--- config.mk ---
export PLATFORM = sky130hd
export DESIGN_NAME = instruction_fetch
export DESIGN_NICKNAME = d
export VERILOG_FILES = /design/src/rtl/mips_pkg.sv /design/src/rtl/pc_register.sv /design/src/rtl/instruction_fetch.sv
export SDC_FILE = /design/constraint.sdc
export NUM_CORES = 1
export LEC_CHECK = 0
export BUFFER_PORTS_ARGS = -buffer_cell sky130_fd_sc_hd__buf_4
export CAP_MARGIN = 20
export CORE_MARGIN = 1
export CORE_UTILIZATION = 30
export DETAILED_ROUTE_END_ITERATION = 16
export SKIP_CTS_REPAIR_TIMING = 1
export SLEW_MARGIN = 20
export SYNTH_ARGS = -nofsm -noshare
export SYNTH_HDL_FRONTEND = slang
export SYNTH_SLANG_ARGS = --single-unit
export TNS_END_PERCENT = 20
--- constraint.sdc ---
create_clock -name clk -period 4.5 [get_ports clk]
set_clock_uncertainty 0.1 [all_clocks]
set_input_delay 1.125 -clock clk [delete_from_list [all_inputs] [get_ports clk]]
set_output_delay 1.125 -clock clk [all_outputs]
set_load 0.01 [all_outputs]
--- src/rtl/mips_pkg.sv ---
// Shared MIPS core definitions: opcodes, fetch-stage state encoding and
// the branch helpers used by the instruction fetch stage.
package mips_pkg;

    localparam logic [5:0] R_TYPE = 6'h00;
    localparam logic [5:0] ADDI   = 6'h08;
    localparam logic [5:0] ANDI   = 6'h0C;
    localparam logic [5:0] ORI    = 6'h0D;
    localparam logic [5:0] LUI    = 6'h0F;
    localparam logic [5:0] BEQ    = 6'h04;
    localparam logic [5:0] BNE    = 6'h05;

    localparam logic [31:0] PC_RESET_DEFAULT = 32'h0040_0000;

    typedef enum logic [1:0] {
        IDLE  = 2'd0,
        FETCH = 2'd1,
        EXEC  = 2'd2
    } fetch_state_e;

    function automatic logic branch_taken(input logic beq, input logic bne, input logic zero);
        return (beq & zero) | (bne & ~zero);
    endfunction

    // Word offset is scaled by 4; all arithmetic wraps modulo 2^32.
    function automatic logic [31:0] next_pc(input logic [31:0] pc_plus4,
                                            input logic [31:0] imm_ext,
                                            input logic        taken);
        logic [31:0] target;
        target = pc_plus4 + (imm_ext << 2);
        return taken ? target : pc_plus4;
    endfunction

endpackage

--- src/rtl/pc_register.sv ---
// Width-parameterised register with synchronous active-low reset to a
// fixed value and a load enable; holds the PC and the instruction word.
module pc_register #(
    parameter int                 WIDTH     = 32,
    parameter logic [WIDTH-1:0]   RESET_VAL = {WIDTH{1'b0}}
) (
    input  logic             clk,
    input  logic             reset,
    input  logic             load_i,
    input  logic [WIDTH-1:0] d_i,
    output logic [WIDTH-1:0] q_o
);

    logic [WIDTH-1:0] value_q;

    always_ff @(posedge clk) begin
        if (!reset) begin
            value_q <= RESET_VAL;
        end else if (load_i) begin
            value_q <= d_i;
        end
    end

    assign q_o = value_q;

endmodule

--- src/rtl/instruction_fetch.sv ---
// MIPS fetch stage: owns PC and instruction register, fetches one word per
// instruction over a req/ready handshake and selects PC+4 or branch target.
module instruction_fetch
    import mips_pkg::*;
#(
    parameter logic [31:0] PC_RESET   = PC_RESET_DEFAULT,
    parameter int          DATA_WIDTH = 32
) (
    input  logic                  clk,
    input  logic                  reset,
    output logic                  mem_req_o,
    output logic [DATA_WIDTH-1:0] mem_addr_o,
    input  logic                  mem_ready_i,
    input  logic [DATA_WIDTH-1:0] mem_rdata_i,
    output logic [DATA_WIDTH-1:0] instr_o,
    output logic [5:0]            opcode_o,
    output logic                  instr_valid_o,
    input  logic                  instr_ready_i,
    input  logic                  branch_eq_i,
    input  logic                  branch_ne_i,
    input  logic                  zero_i,
    input  logic [DATA_WIDTH-1:0] imm_ext_i,
    output logic [DATA_WIDTH-1:0] pc_o,
    output logic [DATA_WIDTH-1:0] pc_plus4_o,
    output logic [31:0]           retired_cnt_o
);

    fetch_state_e          state_q;
    logic                  mem_req_q;
    logic                  instr_valid_q;
    logic [31:0]           retired_cnt_q;
    logic [DATA_WIDTH-1:0] pc_q;
    logic [DATA_WIDTH-1:0] pc_d;
    logic [DATA_WIDTH-1:0] instr_q;
    logic [DATA_WIDTH-1:0] pc_plus4_s;
    logic                  taken_s;
    logic                  pc_load_s;
    logic                  instr_load_s;

    assign pc_plus4_s   = pc_q + 32'd4;
    assign taken_s      = branch_taken(branch_eq_i, branch_ne_i, zero_i);
    assign pc_load_s    = (state_q == EXEC) && instr_ready_i;
    assign instr_load_s = (state_q == FETCH) && mem_ready_i;

    // Low PC bits are forced clear so the PC stays word-aligned whatever the immediate.
    always_comb begin
        pc_d = next_pc(pc_plus4_s, imm_ext_i, taken_s) & ~32'd3;
    end

    pc_register #(
        .WIDTH     (DATA_WIDTH),
        .RESET_VAL (PC_RESET)
    ) u_pc_reg (
        .clk    (clk),
        .reset  (reset),
        .load_i (pc_load_s),
        .d_i    (pc_d),
        .q_o    (pc_q)
    );

    pc_register #(
        .WIDTH     (DATA_WIDTH),
        .RESET_VAL ({DATA_WIDTH{1'b0}})
    ) u_instr_reg (
        .clk    (clk),
        .reset  (reset),
        .load_i (instr_load_s),
        .d_i    (mem_rdata_i),
        .q_o    (instr_q)
    );

    // Fetch sequencing; request and valid are registered alongside the state.
    always_ff @(posedge clk) begin
        if (!reset) begin
            state_q       <= IDLE;
            mem_req_q     <= 1'b0;
            instr_valid_q <= 1'b0;
            retired_cnt_q <= 32'd0;
        end else begin
            case (state_q)
                IDLE: begin
                    state_q   <= FETCH;
                    mem_req_q <= 1'b1;
                end
                FETCH: begin
                    if (mem_ready_i) begin
                        state_q       <= EXEC;
                        mem_req_q     <= 1'b0;
                        instr_valid_q <= 1'b1;
                    end
                end
                EXEC: begin
                    if (instr_ready_i) begin
                        state_q       <= FETCH;
                        mem_req_q     <= 1'b1;
                        instr_valid_q <= 1'b0;
                        retired_cnt_q <= retired_cnt_q + 32'd1;
                    end
                end
                default: begin
                    state_q       <= IDLE;
                    mem_req_q     <= 1'b0;
                    instr_valid_q <= 1'b0;
                end
            endcase
        end
    end

    assign mem_req_o     = mem_req_q;
    assign mem_addr_o    = pc_q;
    assign pc_o          = pc_q;
    assign pc_plus4_o    = pc_plus4_s;
    assign instr_o       = instr_q;
    assign opcode_o      = instr_q[31:26];
    assign instr_valid_o = instr_valid_q;
    assign retired_cnt_o = retired_cnt_q;

endmodule

==> metrics <==
worst path arrival time ~4.2 ns; clock insertion delay at the later pin of the skew report 0.35 ns; vias per cell 4.90; total negative setup slack 0 ns; Int Power 1.44 mW; final wirelength 19700 um; setup repair after global routing missed its margin false; largest net degree at the start of global routing 70; fin crit share 0.897; Setup crit start kind flip-flop; R2R Path End u_pc_reg.q_o[31]$_SDFFE_PN0P_; Worst setup EP type flip-flop; #FFs+latches synth 97; MaxCap Viol Count 0; largest family of logic cells by synthesized area simple AND/OR/NAND/NOR gates; yosys warns 0; commonest non-fill, non-tap cell in the layout buf_4; fmax around 0.25 GHz; Multi-input gate area 4040 um^2; fillers roughly 2200; Inserted Clock Buffers 9; hold path start u_instr_reg.q_o[4]$_SDFFE_PN0P_; worst reg2reg path startpoint u_pc_reg.q_o[6]$_SDFFE_PN0P_; layout cells sized above 1 0.294; Post-synth EDFFs 0; crit-path max FO 6; Slew @ Worst Pin 0.697 ns; critical path type reg -> reg; Synth Area in Simple Gates 0.243; switching share of power 0.291; Clock Tree Buf Depth 2; minimum clock period 4.04 ns; total grt overflow 0; mux cell area share after synthesis 0.00788; post-route cell area 8530 um^2; status finished clean; hpwl dp around 15000 um; Top-Level Pins 239; final net count 1121; GRT Total Usage 0.170; via count 6325; crit-path max cell delay between 0.5 and 0.6 ns; r2r setup slk 0.46 ns; Mean Syn Cell Area 7.86 um^2; cells on worst reg2reg path 14; die area between 20000 and 25000 um^2; initial core utilization 0.308; sequential cell area 1940 um^2; final routed DRC violation total 0; Iter 0 DRT Violations 369; cells along the critical path nand4_4 > nor4_2 > and2_1 > nand3_1 > xnor2_1 > ha_1 > a21oi_1 > o21ai_0 > a211oi_1 > a21oi_1 > a21oi_1 > or2_2 > a21oi_1 > o22ai_2; diodes inserted 0; row cnt between 50 and 60; number of global-route vias before repair 5654; register area share after synthesis 0.298; Post-Synth Adder-Cell Area 0.0742; CTS clk-pin slew, worst paths 0.07 ns; Flop pwr share 0.442; CTS H-tree depth 3; number of clock sinks a little under 100; asr flop ratio synth 0; Max Slew Vio Count 0; share of total power in the clock network 0.388; Hold WC Path Type reg -> reg; area delta synth->final 31.0%; Synth cell types 76; Worst path slowest cell nor4_2; Compound-Gate Fraction of Synth Area 0.189; die width approximately 150 um; CTS tree built; most used cell, CP a21oi_1; final setup fails 0; routed length per placed instance 15.2 um; leakage 3.76 nW; post-synthesis share of cell area spent on xor and xnor gates 0.101; final hold viol count 0; Synth Instances 828; Logic pwr share 0.170; Hold Path Depth 2; relative slew slack 0.536; Hold Path End u_instr_reg.q_o[4]$_SDFFE_PN0P_; most frequent cells in the layout buf_4 (244), nand2_1 (139), a21oi_1 (99), dfxtp_1 (97), nor2_1 (71); GPL Wtd Cong 0.842; initial antenna violation count 0; pwr dens between 200 and 250 nW/um^2; Net Sw Power 0.592 mW; area post-placement 8230 um^2; global-route wire length before repair about 30000 um; drt pass-1 iters 4; buffers added on ports 230; remaining antenna violation count 0; Core Box Area 21200 um^2; worst vdd ir roughly 0.25 mV; die extent in y 149 um; main flop type after synthesis dfxtp_1; Critical Path RT 4.63 ns; Root Buffer clkbuf_16; Synth Cell Area 6510 um^2
==> registers in the layout (all words and copies together), names as in the netlist <==
name	flops
state_q	2
instr_valid_o	1
retired_cnt_o	32
u_instr_reg.q_o	32
u_pc_reg.q_o	30
==> cell families after synthesis <==
kind of cell / count (synthesis)
AO/OA/AOI/OAI: 204
buffers and inverters: 90
multiplexers: 5
adder cells (fa/ha/maj): 38
AND/OR/NAND/NOR: 321
flip-flops: 97
other: 1
XOR/XNOR: 72
==> through the flow <==
stage | setup WS [ns] | cells | total power, mW | util | hold WS, ns
2_1_floorplan | 0.715 | 833 | 1.13 | - | 0.381
3_3_place_gp | 0.540 | 1276 | 1.26 | 0.389 | 0.343
3_5_place_dp | 0.420 | 1276 | 1.26 | 0.389 | 0.347
4_1_cts | 0.402 | 1292 | 2.06 | 0.403 | 0.358
5_1_grt | 0.0542 | 1292 | 2.13 | 0.403 | 0.375
6_report | 0.462 | 1292 | 2.03 | 0.403 | 0.354
==> metal layers <==
metal  vias up  global-route usage  part of all wire
li1       3219                   -                 -
met1      2964               0.238              0.48
met2       138               0.272              0.47
met3         4              0.0272             0.046
met4         0              0.0423            0.0033
met5         -                   0                 0
==> worst max-delay path by stage <==
stage	slack (ns)	start	endpoint
6_report	0.46	u_pc_reg.q_o[6]$_SDFFE_PN0P_	u_pc_reg.q_o[31]$_SDFFE_PN0P_
5_1_grt	0.05	u_pc_reg.q_o[6]$_SDFFE_PN0P_	u_pc_reg.q_o[31]$_SDFFE_PN0P_
4_1_cts	0.40	u_pc_reg.q_o[6]$_SDFFE_PN0P_	u_pc_reg.q_o[31]$_SDFFE_PN0P_
3_5_place_dp	0.42	u_pc_reg.q_o[6]$_SDFFE_PN0P_	u_pc_reg.q_o[31]$_SDFFE_PN0P_
3_3_place_gp	0.54	u_pc_reg.q_o[6]$_SDFFE_PN0P_	u_pc_reg.q_o[31]$_SDFFE_PN0P_
2_1_floorplan	0.71	u_pc_reg.q_o[2]$_SDFFE_PN0P_	u_pc_reg.q_o[27]$_SDFFE_PN0P_
==> cell type report <==
class | count | area share
well taps | 275 | 0.0403
clock buffers | 10 | 0.0280
flip-flops and latches | 97 | 0.228
multi-input cells | 646 | 0.474
clock inverters | 6 | 0.00690
repair buffers | 245 | 0.217
inverters | 13 | 0.00572
==> power groups by stage <==
stage / clock [mW] / sequential, mW / combinational (mW)
CTS: 0.812 / 0.899 / 0.347
detailed placement: 0 / 0.920 / 0.345
floorplan: 0 / 0.927 / 0.200
global placement: 0 / 0.919 / 0.345
global route: 0.844 / 0.903 / 0.381
finish: 0.788 / 0.899 / 0.345
==> cell usage after synthesis, drive strengths merged, types with 3 or more instances <==
cell type / instances / area share
clkbuf: 25 / 0.019
a21oi: 99 / 0.076
nor2b: 4 / 0.0038
mux2i: 4 / 0.0061
buf: 52 / 0.059
ha: 37 / 0.071
o221ai: 3 / 0.0040
nand2: 140 / 0.081
and3: 14 / 0.014
xor2: 38 / 0.052
a21o: 9 / 0.010
or2: 5 / 0.0048
nor4: 5 / 0.0081
xnor2: 34 / 0.049
o22ai: 5 / 0.0058
nor3: 16 / 0.015
nand4: 15 / 0.021
dfxtp: 97 / 0.30
inv: 13 / 0.0075
and4: 9 / 0.013
and2: 7 / 0.0071
a31oi: 4 / 0.0038
o21ai: 45 / 0.035
o211ai: 3 / 0.0035
nand3: 23 / 0.022
or3: 5 / 0.0048
nor2: 74 / 0.044
a211oi: 10 / 0.014
==> critical path: cells and delay by family, from the launching register on <==
kind	cells	cell delay, ns
AOI/OAI and AO/OA	7	1.34
xor gates and xnor gates	1	0.32
adders and majority gates	1	0.27
DFF	1	0.51
and+or+nand+nor	5	1.38
Note: power is estimated with default switching activity, not from simulation.
